<file path="src/rtl/trace_packer.sv">
// Trace packer: discards dropped trace items and queues kept ones in a FWFT FIFO on a valid/ready stream.
// Define TRACE_PACKER_SKIP_COUNT_EN to tag each item with the count of instructions dropped before it.
module trace_packer #(
  parameter int PC_WIDTH       = 64,
  parameter int INSTR_WIDTH    = 32,
  parameter int FIFO_DEPTH     = 16,
  parameter int SKIP_CNT_WIDTH = 16,
`ifdef TRACE_PACKER_SKIP_COUNT_EN
  localparam int OUT_W = PC_WIDTH + INSTR_WIDTH + SKIP_CNT_WIDTH
`else
  localparam int OUT_W = PC_WIDTH + INSTR_WIDTH
`endif
) (
  input  logic                          clk,
  input  logic                          rst,
  input  logic                          en,
  input  logic                          in_valid,
  input  logic [PC_WIDTH-1:0]           in_pc,
  input  logic [INSTR_WIDTH-1:0]        in_instr,
  input  logic                          drop_instr,
  output logic                          out_valid,
  input  logic                          out_ready,
  output logic [OUT_W-1:0]              out_data,
  output logic [$clog2(FIFO_DEPTH):0]   fifo_count,
  output logic                          overflow,
  input  logic                          clear_overflow
);

  localparam int AW = $clog2(FIFO_DEPTH);
  localparam int CW = AW + 1;

  if (FIFO_DEPTH < 2 || (FIFO_DEPTH & (FIFO_DEPTH - 1)) != 0 || SKIP_CNT_WIDTH < 1)
  begin : g_bad_cfg
    $error("trace_packer: FIFO_DEPTH must be a power of two >= 2, SKIP_CNT_WIDTH >= 1");
  end

  logic [OUT_W-1:0] mem_q [FIFO_DEPTH];
  logic [AW-1:0]    rd_ptr_q, rd_ptr_d;
  logic [AW-1:0]    wr_ptr_q, wr_ptr_d;
  logic [CW-1:0]    count_q, count_d;
  logic             valid_q, valid_d;
  logic             ovf_q, ovf_d;
  logic             keep, pop, full, push, lost;
  logic [OUT_W-1:0] wr_data;

  function automatic logic [AW-1:0] ptr_inc(input logic [AW-1:0] p);
    return (p == AW'(FIFO_DEPTH - 1)) ? '0 : p + AW'(1);
  endfunction

  // A full FIFO still takes a kept item when the head leaves in the same cycle.
  always_comb begin
    keep = en & in_valid & ~drop_instr;
    pop  = valid_q & out_ready;
    full = (count_q == CW'(FIFO_DEPTH));
    push = keep & (~full | pop);
    lost = keep & full & ~pop;
  end

  always_comb begin
    rd_ptr_d = pop  ? ptr_inc(rd_ptr_q) : rd_ptr_q;
    wr_ptr_d = push ? ptr_inc(wr_ptr_q) : wr_ptr_q;
    count_d  = count_q;
    case ({push, pop})
      2'b10:   count_d = count_q + CW'(1);
      2'b01:   count_d = count_q - CW'(1);
      default: count_d = count_q;
    endcase
    valid_d = (count_d != '0);
    // A lost item in the same cycle as a clear leaves the flag set.
    ovf_d = lost ? 1'b1 : (clear_overflow ? 1'b0 : ovf_q);
  end

`ifdef TRACE_PACKER_SKIP_COUNT_EN
  logic [SKIP_CNT_WIDTH-1:0] skip_cnt_q, skip_cnt_d;
  logic                      skip;

  // Lost items count as skipped; the count saturates rather than wrapping.
  always_comb begin
    skip       = en & in_valid & drop_instr;
    skip_cnt_d = skip_cnt_q;
    if (push)
      skip_cnt_d = '0;
    else if ((skip | lost) && !(&skip_cnt_q))
      skip_cnt_d = skip_cnt_q + SKIP_CNT_WIDTH'(1);
  end

  always_ff @(posedge clk) begin
    if (rst) skip_cnt_q <= '0;
    else     skip_cnt_q <= skip_cnt_d;
  end

  assign wr_data = {skip_cnt_q, in_pc, in_instr};
`else
  assign wr_data = {in_pc, in_instr};
`endif

  always_ff @(posedge clk) begin
    if (rst) begin
      rd_ptr_q <= '0;
      wr_ptr_q <= '0;
      count_q  <= '0;
      valid_q  <= 1'b0;
      ovf_q    <= 1'b0;
    end else begin
      rd_ptr_q <= rd_ptr_d;
      wr_ptr_q <= wr_ptr_d;
      count_q  <= count_d;
      valid_q  <= valid_d;
      ovf_q    <= ovf_d;
    end
  end

  // Storage is not reset; the pointers alone define what is valid.
  always_ff @(posedge clk) begin
    if (push && !rst) mem_q[wr_ptr_q] <= wr_data;
  end

  assign out_valid  = valid_q;
  assign out_data   = mem_q[rd_ptr_q];
  assign fifo_count = count_q;
  assign overflow   = ovf_q;

endmodule

</file>
<file path="config.mk">
export PLATFORM = sky130hd
export DESIGN_NAME = trace_packer
export DESIGN_NICKNAME = d
export VERILOG_FILES = /design/src/rtl/trace_packer.sv
export SDC_FILE = /design/constraint.sdc
export NUM_CORES = 1
export LEC_CHECK = 0
export CORE_ASPECT_RATIO = 1.5
export CORE_UTILIZATION = 45
export DETAILED_ROUTE_END_ITERATION = 8
export GPL_TIMING_DRIVEN = 0
export PLACE_DENSITY = 0.71
export SETUP_SLACK_MARGIN = 0.15
export SLEW_MARGIN = 20
export SYNTH_ARGS = -nofsm -noshare
export SYNTH_HDL_FRONTEND = slang
export SYNTH_SLANG_ARGS = --single-unit
</file>
<file path="constraint.sdc">
create_clock -name clk -period 11.73 [get_ports clk]
set_input_delay 1.7595 -clock clk [delete_from_list [all_inputs] [get_ports clk]]
set_output_delay 1.7595 -clock clk [all_outputs]
set_load 0.1 [all_outputs]
</file>
==> reports/metrics.yaml, run 1 <==
timing:
  slew_headroom_pct: 21.64
  holdWs_ns: 0.5345
  tns_ns: 0
  clock_skew_ns: 0.02055
  fin_ws_ns: 4.978
  min_period_over_period_pct: 57.57
  maxSlewViolCount: 0
  setup_viol: 0
  period_needed_ns: 6.752
  rsz0062_at_grt: "no"
  tightestPinTransition_ns: 1.175
  clock.fmax_mhz: 148.1
  finalHoldViolations: 0
cells_and_area:
  post-route-cell-area_um2: 69760
  area_growth_pct: 19.15
  nets: 2850
  drive_above_1_share_pct: 31.77
floorplanning:
  die_area_um2: 131600
  dieWidth_um: 296.5
  initial_utilization_pct: 45.48
  rows: 161
  die_y_um: 443.8
  coreArea_um2: 128700
  pin_count: 206
routing:
  wl_mm: 142.6
  drc_errors: 0
  drtIter0Drc: 2944
  viasPerCell: 5.944
  wl_per_cell_um: 31.19
  drtAntennaViolNets: 0
  dr_total_vias: 27170
  detail_route.first_pass.iterations: 5
setup_path:
  path_max_fanout: 10
  crit_path_top_delay_cell: "clkdlybuf4s50_1"
  worst_setup_path_end_kind: "primary output"
  path_common_cell: "mux4_2"
  critPathArrivalTime_ns: 4.99
  cp-start-kind: "flip-flop"
  crit_type: "flip-flop to primary output"
  path_cells: "buf_2 -> clkbuf_1 -> buf_1 -> mux4_2 -> mux4_2 -> clkdlybuf4s50_1"
  required_ns: 9.97
  slowest_delay_ns: 1.01
synth:
  syn_avg_cell_area_um2: 25.98
  synthAdderAreaFrac_pct: 0.1282
  synth_xor_area_share_pct: 0.08976
  ys_seq_elements: 1555
  synth_cells: 2254
  synth_compound_area_share_pct: 0.2586
  yosysSeqAreaShare_pct: 79.43
  synth_mux_area_share_pct: 18.50
  mappedNetlistNets: 2363
  synth_simple_gate_area_share_pct: 0.4851
  synth_cell_types: 38
  ys_warn_count: 0
  syn_area_um2: 58550
  synth_top_family_by_area: "multiplexers"
outcome:
  outcome: "completed"
clock_network:
  numCtsBuffers: 137
  cts_hold_buffers: 0
  clk_latency_ns: 0.75
  post_cts_buffers: 0
  cts_resized: 0
  cts_tree: "done"
  clk_pin_slew_ns: 0.07
  cts_max_level: 4
  clock-sinks: 1555
  root_buffer: "clkbuf_16"
  clk_path_buf_depth: 3
global_route:
  grt_first_pass_wirelength_mm: 204.3
  first_global_vias: 29010
  antenna_found_initial: 26
  grtUsageTotal_pct: 22.13
  grt-ovfl-total: 0
  grt_max_degree: 19
run:
  timing.max_cap.violations: 0
worst_hold_path:
  hp-class: "flip-flop to flip-flop"
placed_design:
  gp_congestion: 0.7674
  pre_cts_ws_ns: 5.753
  portBuffers: 204
  dp_hpwl_mm: 93.86
  dpl_cell_area_um2: 65170
pwr:
  p_per_area_nw_per_um2: 177.9
  p_leak_nw: 21.19
  power.total_mw: 12.41
  irDropWorstVdd_uv: 197.7
## kinds of logic after synthesis
group / after synthesis
buffers and inverters: 119
AO/OA/AOI/OAI: 22
XOR/XNOR: 6
multiplexers: 482
flip-flops: 1555
adder cells (fa/ha/maj): 6
AND/OR/NAND/NOR: 64
## final cells by class
| type | instances | area (µm²) |
|---|---|---|
| multi-input cells | 580 | 11500 |
| inverters | 5 | 18.77 |
| repair buffers | 348 | 4367 |
| diodes | 8 | 20.02 |
| well taps | 1711 | 2141 |
| clock buffers | 168 | 3725 |
| fillers | 9183 | 58960 |
| clock inverters | 82 | 840.8 |
| flip-flops and latches | 1555 | 46500 |
| plain buffers | 114 | 640.6 |
## cell usage in the layout, fill, tap and decap left out, types with 3 or more instances in the layout
| cell type | count |
|---|---|
| a21oi_1 | 7 |
| buf_1 | 12 |
| buf_12 | 37 |
| buf_16 | 36 |
| buf_2 | 10 |
| buf_4 | 89 |
| buf_6 | 20 |
| buf_8 | 3 |
| bufinv_16 | 15 |
| clkbuf_1 | 66 |
| clkbuf_16 | 145 |
| clkbuf_2 | 7 |
| clkdlybuf4s50_1 | 204 |
| clkinv_1 | 21 |
| clkinv_2 | 25 |
| clkinv_4 | 6 |
| clkinvlp_4 | 4 |
| dfxtp_1 | 19 |
| diode_2 | 8 |
| edfxtp_1 | 1536 |
| ha_1 | 6 |
| inv_1 | 5 |
| inv_6 | 10 |
| mux4_2 | 480 |
| nand2_1 | 14 |
| nor2_1 | 18 |
| nor2_4 | 12 |
| nor3_2 | 4 |
| xor2_1 | 4 |
## metrics by stage
stage / utilization (%) / instances
2_1_floorplan: - / 2254
3_3_place_gp: 48.73 / 4169
3_5_place_dp: 50.63 / 4313
5_1_grt: 54.19 / 4569
6_report: 54.19 / 4571
4_1_cts: 54.18 / 4563
## critical path: cells and delay by family (launching register included)
family	cells	cell delay, ns
flops	1	0.36
mux	2	1.01
buf+inv	4	2.87
## Yosys cell counts
library cell     n  area [µm²]
and2_1           1       6.260
a311oi_1         1       8.760
clkbuf_1        51       191.4
nand2_1         14       52.55
dfxtp_1         19       380.4
o32a_1           1       10.01
a31oi_1          2       12.51
a32oi_1          2       17.52
nor3_1           6       30.03
nor2b_1          2       12.51
a21o_1           1       7.510
a41oi_1          1       8.760
a21oi_1          7       35.03
nand3_1          2       10.01
inv_1            5       18.77
a21boi_0         1       7.510
xor2_1           4       35.03
or3_1            2       12.51
nor4_1           2       12.51
and3b_1          1       8.760
buf_6           10       112.6
nor2_1          30       112.6
and3_1           1       6.260
mux4_2         480       10810
o21ai_0          2       10.01
nand3b_1         1       7.510
a31o_2           1       8.760
o221ai_1         1       8.760
buf_1           12       45.04
a2111oi_0        1       8.760
nand2b_1         2       12.51
edfxtp_1      1536       46120
ha_1             6       75.07
buf_2           10       50.05
buf_4           31       232.7
mux2i_1          2       20.02
a22oi_1          1       7.510
xnor2_1          2       17.52
## path summary, 6_finish.rpt
path / slack [ns] / start / cells past startpoint / to
max: 4.98 / flip-flop / 6 / out_data[46]
min: 0.53 / rd_ptr_q[1] / 2 / flip-flop
max reg2reg: 7.64 / fifo_count[2] / 11 / mem_q[0][60]
min reg2reg: 0.53 / rd_ptr_q[1] / 2 / flip-flop
## power by group
group | switching, mW | leakage, nW | total (mW) | internal (mW)
Sequential | 0.0148 | 14.0 | 6.14 | 6.12
Combinational | 1.05 | 4.99 | 1.69 | 0.643
Clock | 1.98 | 2.24 | 4.58 | 2.61
Total | 3.04 | 21.2 | 12.4 | 9.37
## sequential cells by signal, summed over array words and instances (netlist names), named ones only
name	count
rd_ptr_q	4
mem_q	1536
wr_ptr_q	4
out_valid	1
overflow	1
fifo_count	5
## layer usage
metal | vias up | global-route usage [%] | routed length, µm
met4 | 26 | 8.542 | 5173
met1 | 14630 | 27.81 | 52320
li1 | 10870 | - | -
met5 | - | 0 | 165
met2 | 1350 | 36.99 | 73320
met3 | 300 | 5.407 | 11590
Note: power is estimated with default switching activity, not from simulation.
==> inputs of run 2 (changes only) <==
PLACE_DENSITY = 0.73   (was 0.71)
clock period = 6.01 ns   (was 11.73 ns; I/O delays follow)
==> run 2 against run 1 <==
Critical path depth stayed put. Clock skew increased by 0.0090 ns. Non-clock buffer count fell by 34. Design area decreased by 0.50%. Die area is the same. Via count is 0.42% lower. Critical path type unchanged. Largest power group unchanged. Highest routed layer unchanged.
==> reports/metrics.yaml, run 2 (synthesis gave the netlist of run 1 again) <==
outcome:
  outcome: "completed"
clock_network:
  cts_resized: 2
  root_buffer: "clkbuf_16"
  cts_tree: "done"
  clk_path_buf_depth: 3
  numCtsBuffers: 136
  clock-sinks: 1555
  cts_hold_buffers: 0
  cts_max_level: 4
  post_cts_buffers: 0
  clk_pin_slew_ns: 0.06
  clk_latency_ns: 0.76
cells_and_area:
  area_growth_pct: 18.56
  largest_reg_flops: 1536
  drive_above_1_share_pct: 30.56
  final_cell_mix: "edfxtp_1 (1536), mux4_2 (480), clkdlybuf4s50_1 (204), clkbuf_16 (138), clkbuf_1 (62)"
  nets: 2815
  mostFrequentLayoutCell: "edfxtp_1"
  fin_util_pct: 53.92
  regMostFlops: "mem_q"
setup_path:
  cp-start-kind: "flip-flop"
  path_max_fanout: 11
  crit_type: "flip-flop to primary output"
  critPathArrivalTime_ns: 4.65
  critPathTopFamily: "buffers and inverters"
  path_cells: "buf_2 -> clkbuf_2 -> clkbuf_1 -> mux4_2 -> mux4_2 -> clkdlybuf4s50_1"
  crit_path_top_delay_cell: "clkdlybuf4s50_1"
  worst_setup_path_end_kind: "primary output"
  cp_num_buf_inv: 4
  slowest_delay_ns: 1.01
  path_common_cell: "mux4_2"
  required_ns: 5.11
floorplanning:
  dieWidth_um: 296.5
  pin_count: 206
  die_y_um: 443.8
  die_area_um2: 131600
  initial_utilization_pct: 45.48
  coreArea_um2: 128700
  rows: 161
run:
  timing.max_cap.violations: 0
pwr:
  irDropWorstVdd_uv: 318.6
  p_leak_nw: 20.87
  switching_share_pct: 24.73
  p_per_area_nw_per_um2: 342.8
  p_int_mw: 17.91
  p_switching_mw: 5.885
  power.total_mw: 23.79
  seq_power_share_pct: 50.3
  power_frac_comb_pct: 13.8
  clockPowerShare_pct: 35.8
timing:
  fin_ws_ns: 0.4624
  min_period_over_period_pct: 92.31
  clock.fmax_mhz: 180.3
  maxSlewViolCount: 0
  period_needed_ns: 5.548
  rsz0062_at_grt: "no"
  clock_skew_ns: 0.02953
  slew_headroom_pct: 25.59
  tns_ns: 0
  tightestPinTransition_ns: 1.116
  finalHoldViolations: 0
  setup_viol: 0
placed_design:
  dp_hpwl_mm: 91.73
  portBuffers: 204
  pre_cts_ws_ns: 0.9085
  gp_congestion: 0.7540
routing:
  detail_route.first_pass.iterations: 6
  dr_total_vias: 27060
  drtAntennaViolNets: 0
  viasPerCell: 5.970
  wl_mm: 141.9
  wl_per_cell_um: 31.30
  drtIter0Drc: 3103
  drc_errors: 0
global_route:
  antenna_found_initial: 24
  grt_max_degree: 19
  grt_first_pass_wirelength_mm: 202.5
  grt-ovfl-total: 0
  first_global_vias: 28600
  grtUsageTotal_pct: 21.98
worst_hold_path:
  hp-class: "flip-flop to flip-flop"
[run 2: power groups by stage]
stage | sequential, mW | clock [mW] | combinational, mW
finish | 12.0 | 8.53 | 3.29
global route | 12.0 | 9.02 | 3.43
CTS | 12.0 | 8.63 | 3.34
detailed placement | 12.2 | 0 | 3.32
global placement | 12.2 | 0 | 3.25
floorplan | 12.3 | 0 | 2.27
[run 2: per-layer routing]
metal,GRT usage [%],share of wire [%]
met1,28.04,36
met2,37.02,52
met3,5.037,8.6
met4,7.396,2.9
met5,0,0.13
[run 2: worst paths after layout]
path	start	endpoint	slack (ns)	cells after the start
max	flip-flop	out_data[46]	0.46	6
min	rd_ptr_q[1]	rd_ptr_q[1]	0.54	2
min reg2reg	rd_ptr_q[1]	rd_ptr_q[1]	0.54	2
max reg2reg	fifo_count[2]	mem_q[1][52]	2.37	8
[run 2: cell type report]
type	instances	area (µm²)
diodes	7	17.52
plain buffers	114	643.1
clock buffers	158	3528
clock inverters	88	762.0
fillers	9131	59310
inverters	5	18.77
multi-input cells	580	11530
flip-flops and latches	1555	46500
well taps	1711	2141
repair buffers	314	4269
[run 2: stage by stage]
stage	std cells	hold slack (ns)	cell area [µm²]
final	4532	0.5433	69410
after global routing	4530	0.5745	69410
after CTS	4525	0.5259	69390
after detailed placement	4279	0.5279	65100
after global placement	4169	0.5171	62750
after floorplan	2254	0.4724	58570
[run 2: worst reg2reg max path, cell delays in order, from the launching register on]
cell and delay (ns):
dfxtp_1 0.47, nor2_1 0.12, a41oi_1 0.63, nor2b_1 0.38, nand2_1 0.31, nor3_4 0.75
buf_8 0.27, buf_8 0.21, buf_8 0.20
==> edit 1, RTL diff (config.mk and constraints of run 2) <==
Compare `count_q` against `CW'(FIFO_DEPTH)` with >= in place of ==.
--- a/src/rtl/trace_packer.sv
+++ b/src/rtl/trace_packer.sv
@@ -53,3 +53,3 @@
     pop  = valid_q & out_ready;
-    full = (count_q == CW'(FIFO_DEPTH));
+    full = (count_q >= CW'(FIFO_DEPTH));
     push = keep & (~full | pop);
Behaviour: no difference found for any inputs over 4 cycles, from zero or initial values and one cycle with rst high; that may be too few to reach the edited logic, so the function may still have changed.
==> edit 1 against run 2 <==
Global-route usage increased by 0.91 points. Design area increased by 0.89%. Maximum frequency decreased by 3.0%. Area after synthesis about the same. Power increased by 2.3%. Routed wire length increased by 3.8%. Sequential cell count unchanged. Critical path depth unchanged. Worst setup slack got worse by 0.17 ns. Critical endpoint is now out_data[37]. Largest power group unchanged. Highest routed layer unchanged.
==> edit 1: results (changes against run 2) <==
fin_worst_skew_ns: 0.0195  # -0.0100 ns
grt_pass1_wl_mm: 209  # +3.4%
p_leak_nw: 21.1  # +1.3%
synth_xor_area_share_pct: 0.0898  # about the same
switching_power_mw: 5.94  # +1.0%
viasPerCell: 6.03  # +1.0%
max-vdd-ir-drop_uv: 279  # -12%
worstPathMaxFanout: 10  # -1
yosysSeqAreaShare_pct: 79.5  # about the same
synth_nets: 2356  # -0.30%
port_buffers: 205  # +0.49%
nNetsFinal: 2826  # +0.39%
status: "finished clean"
grt_pass1_vias: 28700  # +0.46%
wirelength_mm: 147  # +3.8%
yosys-top-cells-area: "edfxtp_1 79%, mux4_2 18%, dfxtp_1 0.65%"
grt_max_degree: 18  # -1
place.gp.congestion: 0.767  # +1.8%
worstRegToRegCells: 10  # +2
synthCells: 2247  # -0.31%
post_drt_wl_per_cell_um: 32.4  # +3.4%
synthTopCellsByCount: "1536 x edfxtp_1, 480 x mux4_2, 56 x clkbuf_1"
worstMarginPinSlew_ns: 1.19  # +0.0757 ns
cts_made_buffers: 144  # +5.9%
hpwl_mm: 94.5  # +3.1%
dp_cells: 4282  # +0.070%
==> edit 1: cell types whose count changed after synthesis, moves of 2 or more <==
cell and delta:
mux2i_1 +3, clkbuf_1 +5, buf_1 -3, inv_1 -2, a31oi_1 +2, buf_2 -2
nor2_1 -4
==> edit 1: area by class of cell <==
| class | instances | area [sq um] |
|---|---|---|
| Fill cell | 9153 | 58700 |
| Clock buffer | 181 | 3980 |
| Tap cell | 1711 | 2140 |
| Sequential cell | 1555 | 46500 |
| Clock inverter | 79 | 691 |
| Timing Repair Buffer | 324 | 4540 |
| Antenna cell | 8 | 20.0 |
| Buffer | 114 | 644 |
| Multi-Input combinational cell | 575 | 11500 |
| Inverter | 3 | 11.3 |
==> edit 1: worst register-to-register path, stage by stage, from the launching register on <==
cell and delay [ns]:
dfxtp_1 0.40, nand2_1 0.20, a21oi_1 0.52, nor2b_1 0.37, nand2_1 0.30, nor3_4 0.68
buf_8 0.26, buf_8 0.18, buf_16 0.16, buf_8 0.18, buf_8 0.20
==> edit 1: cells by family (layout without fill, tap and decap cells) <==
kind of cell,after synthesis,count (layout)
AOI/OAI and AO/OA,17,17
xor gates and xnor gates,6,6
adders and majority gates,6,6
buffers and inverters,117,701
DFF,1555,1555
muxes,485,485
other,0,8
and+or+nand+nor,61,61
==> edit 1: timing repair <==
item                                    CTS  global route
resized for setup                         2             0
endpoints found under the hold margin     0             0
endpoints found under the setup margin   90             0
==> edit 1: stage by stage <==
stage	utilization [%]	setup TNS (ns)	area [sq um]	hold slack [ns]	setup WS, ns
after global placement	48.7	-9592.86	62700	0.481	-6.56
after detailed placement	50.8	0	65400	0.486	0.753
after global routing	54.4	0	70000	0.539	0.235
final	54.4	0	70000	0.496	0.289
after floorplan	-	-870.12	58500	0.465	-0.667
after CTS	54.4	0	70000	0.505	0.238
==> edit 1: power groups by stage <==
stage	registers (mW)	logic, mW	clock network (mW)
6_report	12.0	3.29	9.07
5_1_grt	12.0	3.43	9.56
4_1_cts	12.0	3.34	9.16
3_5_place_dp	12.2	3.32	0
3_3_place_gp	12.2	3.25	0
2_1_floorplan	12.3	2.27	0
==> edit 1: per-layer routing <==
layer	vias to the layer above	track usage [%]	part of all wire (%)
met5	-	0	0.16
li1	10800	-	-
met4	34	7.58	2.9
met1	14800	28.7	35
met2	1510	39.2	53
met3	278	5.18	8.9
==> edit 1: worst paths after layout <==
| check | slack, ns | end | from |
|---|---|---|---|
| max | 0.29 | out_data[37] | flop |
| min | 0.50 | overflow | overflow |
| max reg2reg | 2.26 | mem_q[3][48] | out_valid |
| min reg2reg | 0.50 | overflow | overflow |
==> edit 2, RTL diff (config.mk and constraints of run 2) <==
Without the edit above. The parameter `PC_WIDTH` goes from 64 to 128.
--- a/src/rtl/trace_packer.sv
+++ b/src/rtl/trace_packer.sv
@@ -3,3 +3,3 @@
 module trace_packer #(
-  parameter int PC_WIDTH       = 64,
+  parameter int PC_WIDTH       = 128,
   parameter int INSTR_WIDTH    = 32,
Interface: changed (resized in_pc and out_data); port bits go from 206 to 334. No check against the original RTL was run, so the function may have changed too.
==> edit 2 against run 2 <==
Sequential cell count increased by 1024. Final cell count up 66%. Worst setup slack worse by 0.21 ns. Area after synthesis is 66% higher. Power grew 69%. Design area increased by 66%. Via count rose by 66%. Routed wire length increased by 72%. Critical endpoint is now out_data[55]. Largest power group unchanged.
==> edit 2: results (changes against run 2) <==
status: "finished clean"
synthTopCellsByCount: "2560 x edfxtp_1, 779 x mux4_2, 85 x clkbuf_1"
die_width_um: 381  # +28%
yosys-top-cells-area: "edfxtp_1 79%, mux4_2 18%, dfxtp_1 0.39%"
clock_path_buffers: 4  # +1
grtUsageTotal_pct: 22.4  # +0.41 points
grt_pass1_vias: 46600  # +63%
p_sw_share_pct: 24.7  # about the same
place.gp.congestion: 0.745  # -1.2%
largest_reg_flops: 2560  # +67%
grt_max_degree: 36  # +17
clock_latency_ns: 0.92  # +0.16 ns
yosysSeqAreaShare_pct: 79.7  # +0.28 points
synth_nets: 3913  # +66%
max-vdd-ir-drop_uv: 293  # -8.0%
wirelength_mm: 243  # +72%
crit_arrival_ns: 4.86  # +0.21 ns
drtIter0Drc: 5057  # +63%
post-place-ws_ns: 0.829  # -0.0792 ns
p_leak_nw: 34.8  # +67%
nNetsFinal: 4639  # +65%
drive_gt1_share_pct: 30.3  # -0.22 points
synth-edff-count: 2560  # +67%
hpwl_mm: 155  # +69%
port_buffers: 333  # +63%
cts_made_buffers: 235  # +73%
drt_first_pass_iters: 7  # +1
num-fill-cells: 15600  # +71%
==> edit 2: cell type report <==
type	instances	area (sq um)	share of cell area, %
antenna	19	47.5	0.0413
buffer	188	930	0.807
clock buffer	273	6040	5.25
clock inverter	145	1580	1.37
inverter	5	18.8	0.0163
multi-input combinational	968	18900	16.4
sequential	2579	77300	67.1
tap	2835	3550	3.08
timing repair buffer	489	6910	6.00
==> edit 2: path summary, 6_finish.rpt <==
| kind | start | to | slack (ns) | depth (start not counted) |
|---|---|---|---|---|
| max | flop | out_data[55] | 0.25 | 6 |
| min | overflow | overflow | 0.51 | 2 |
| max reg2reg | fifo_count[2] | mem_q[8][115] | 2.39 | 11 |
| min reg2reg | overflow | overflow | 0.51 | 2 |
==> edit 2: worst max-delay path, delay by kind of cell, from the launching register on <==
family / cells / cell delay, ns
buffers and inverters: 4 / 2.69
flip-flops: 1 / 0.31
multiplexers: 2 / 0.96
==> edit 2: cell families after synthesis <==
| kind of cell | synth area share [%] |
|---|---|
| buffers and inverters | 0.935 |
| DFF | 79.7 |
| AOI/OAI and AO/OA | 0.443 |
| xor gates and xnor gates | 0.0542 |
| adders and majority gates | 0.0775 |
| and+or+nand+nor | 0.457 |
| muxes | 18.3 |
==> edit 2: metrics by stage <==
stage               cell area [sq um]  utilization, %  setup TNS (ns)  instances  hold WS [ns]
global route                   115000            53.8               0       7487         0.543
finish                         115000            53.8               0       7501         0.511
floorplan                       97000               -        -1176.06       3740         0.472
global placement               104000            48.5               -       6908         0.507
detailed placement             108000            50.3               0       7064         0.490
CTS                            115000            53.8               0       7482         0.511
==> edit 2: power groups by stage <==
stage | clock network, mW | registers [mW] | logic, mW
6_report | 15.0 | 19.9 | 5.35
5_1_grt | 15.8 | 19.8 | 5.59
4_1_cts | 15.2 | 19.8 | 5.44
3_5_place_dp | 0 | 20.2 | 5.41
3_3_place_gp | 0 | 20.2 | 5.33
2_1_floorplan | 0 | 20.3 | 3.68
==> edit 2: metal layers <==
metal	track usage, %	share of wire [%]	vias up
li1	-	-	17900
met1	28.6	37	24200
met2	37.2	50	2310
met3	5.96	9.5	469
met4	7.52	3.2	56
met5	0	0.14	-
==> edit 2: what timing repair did <==
action | in CTS | in global routing
setup endpoints to repair | 25 | 11
gates cloned | 0 | 0
resized for setup | 18 | 13
buffers inserted | 0 | 0
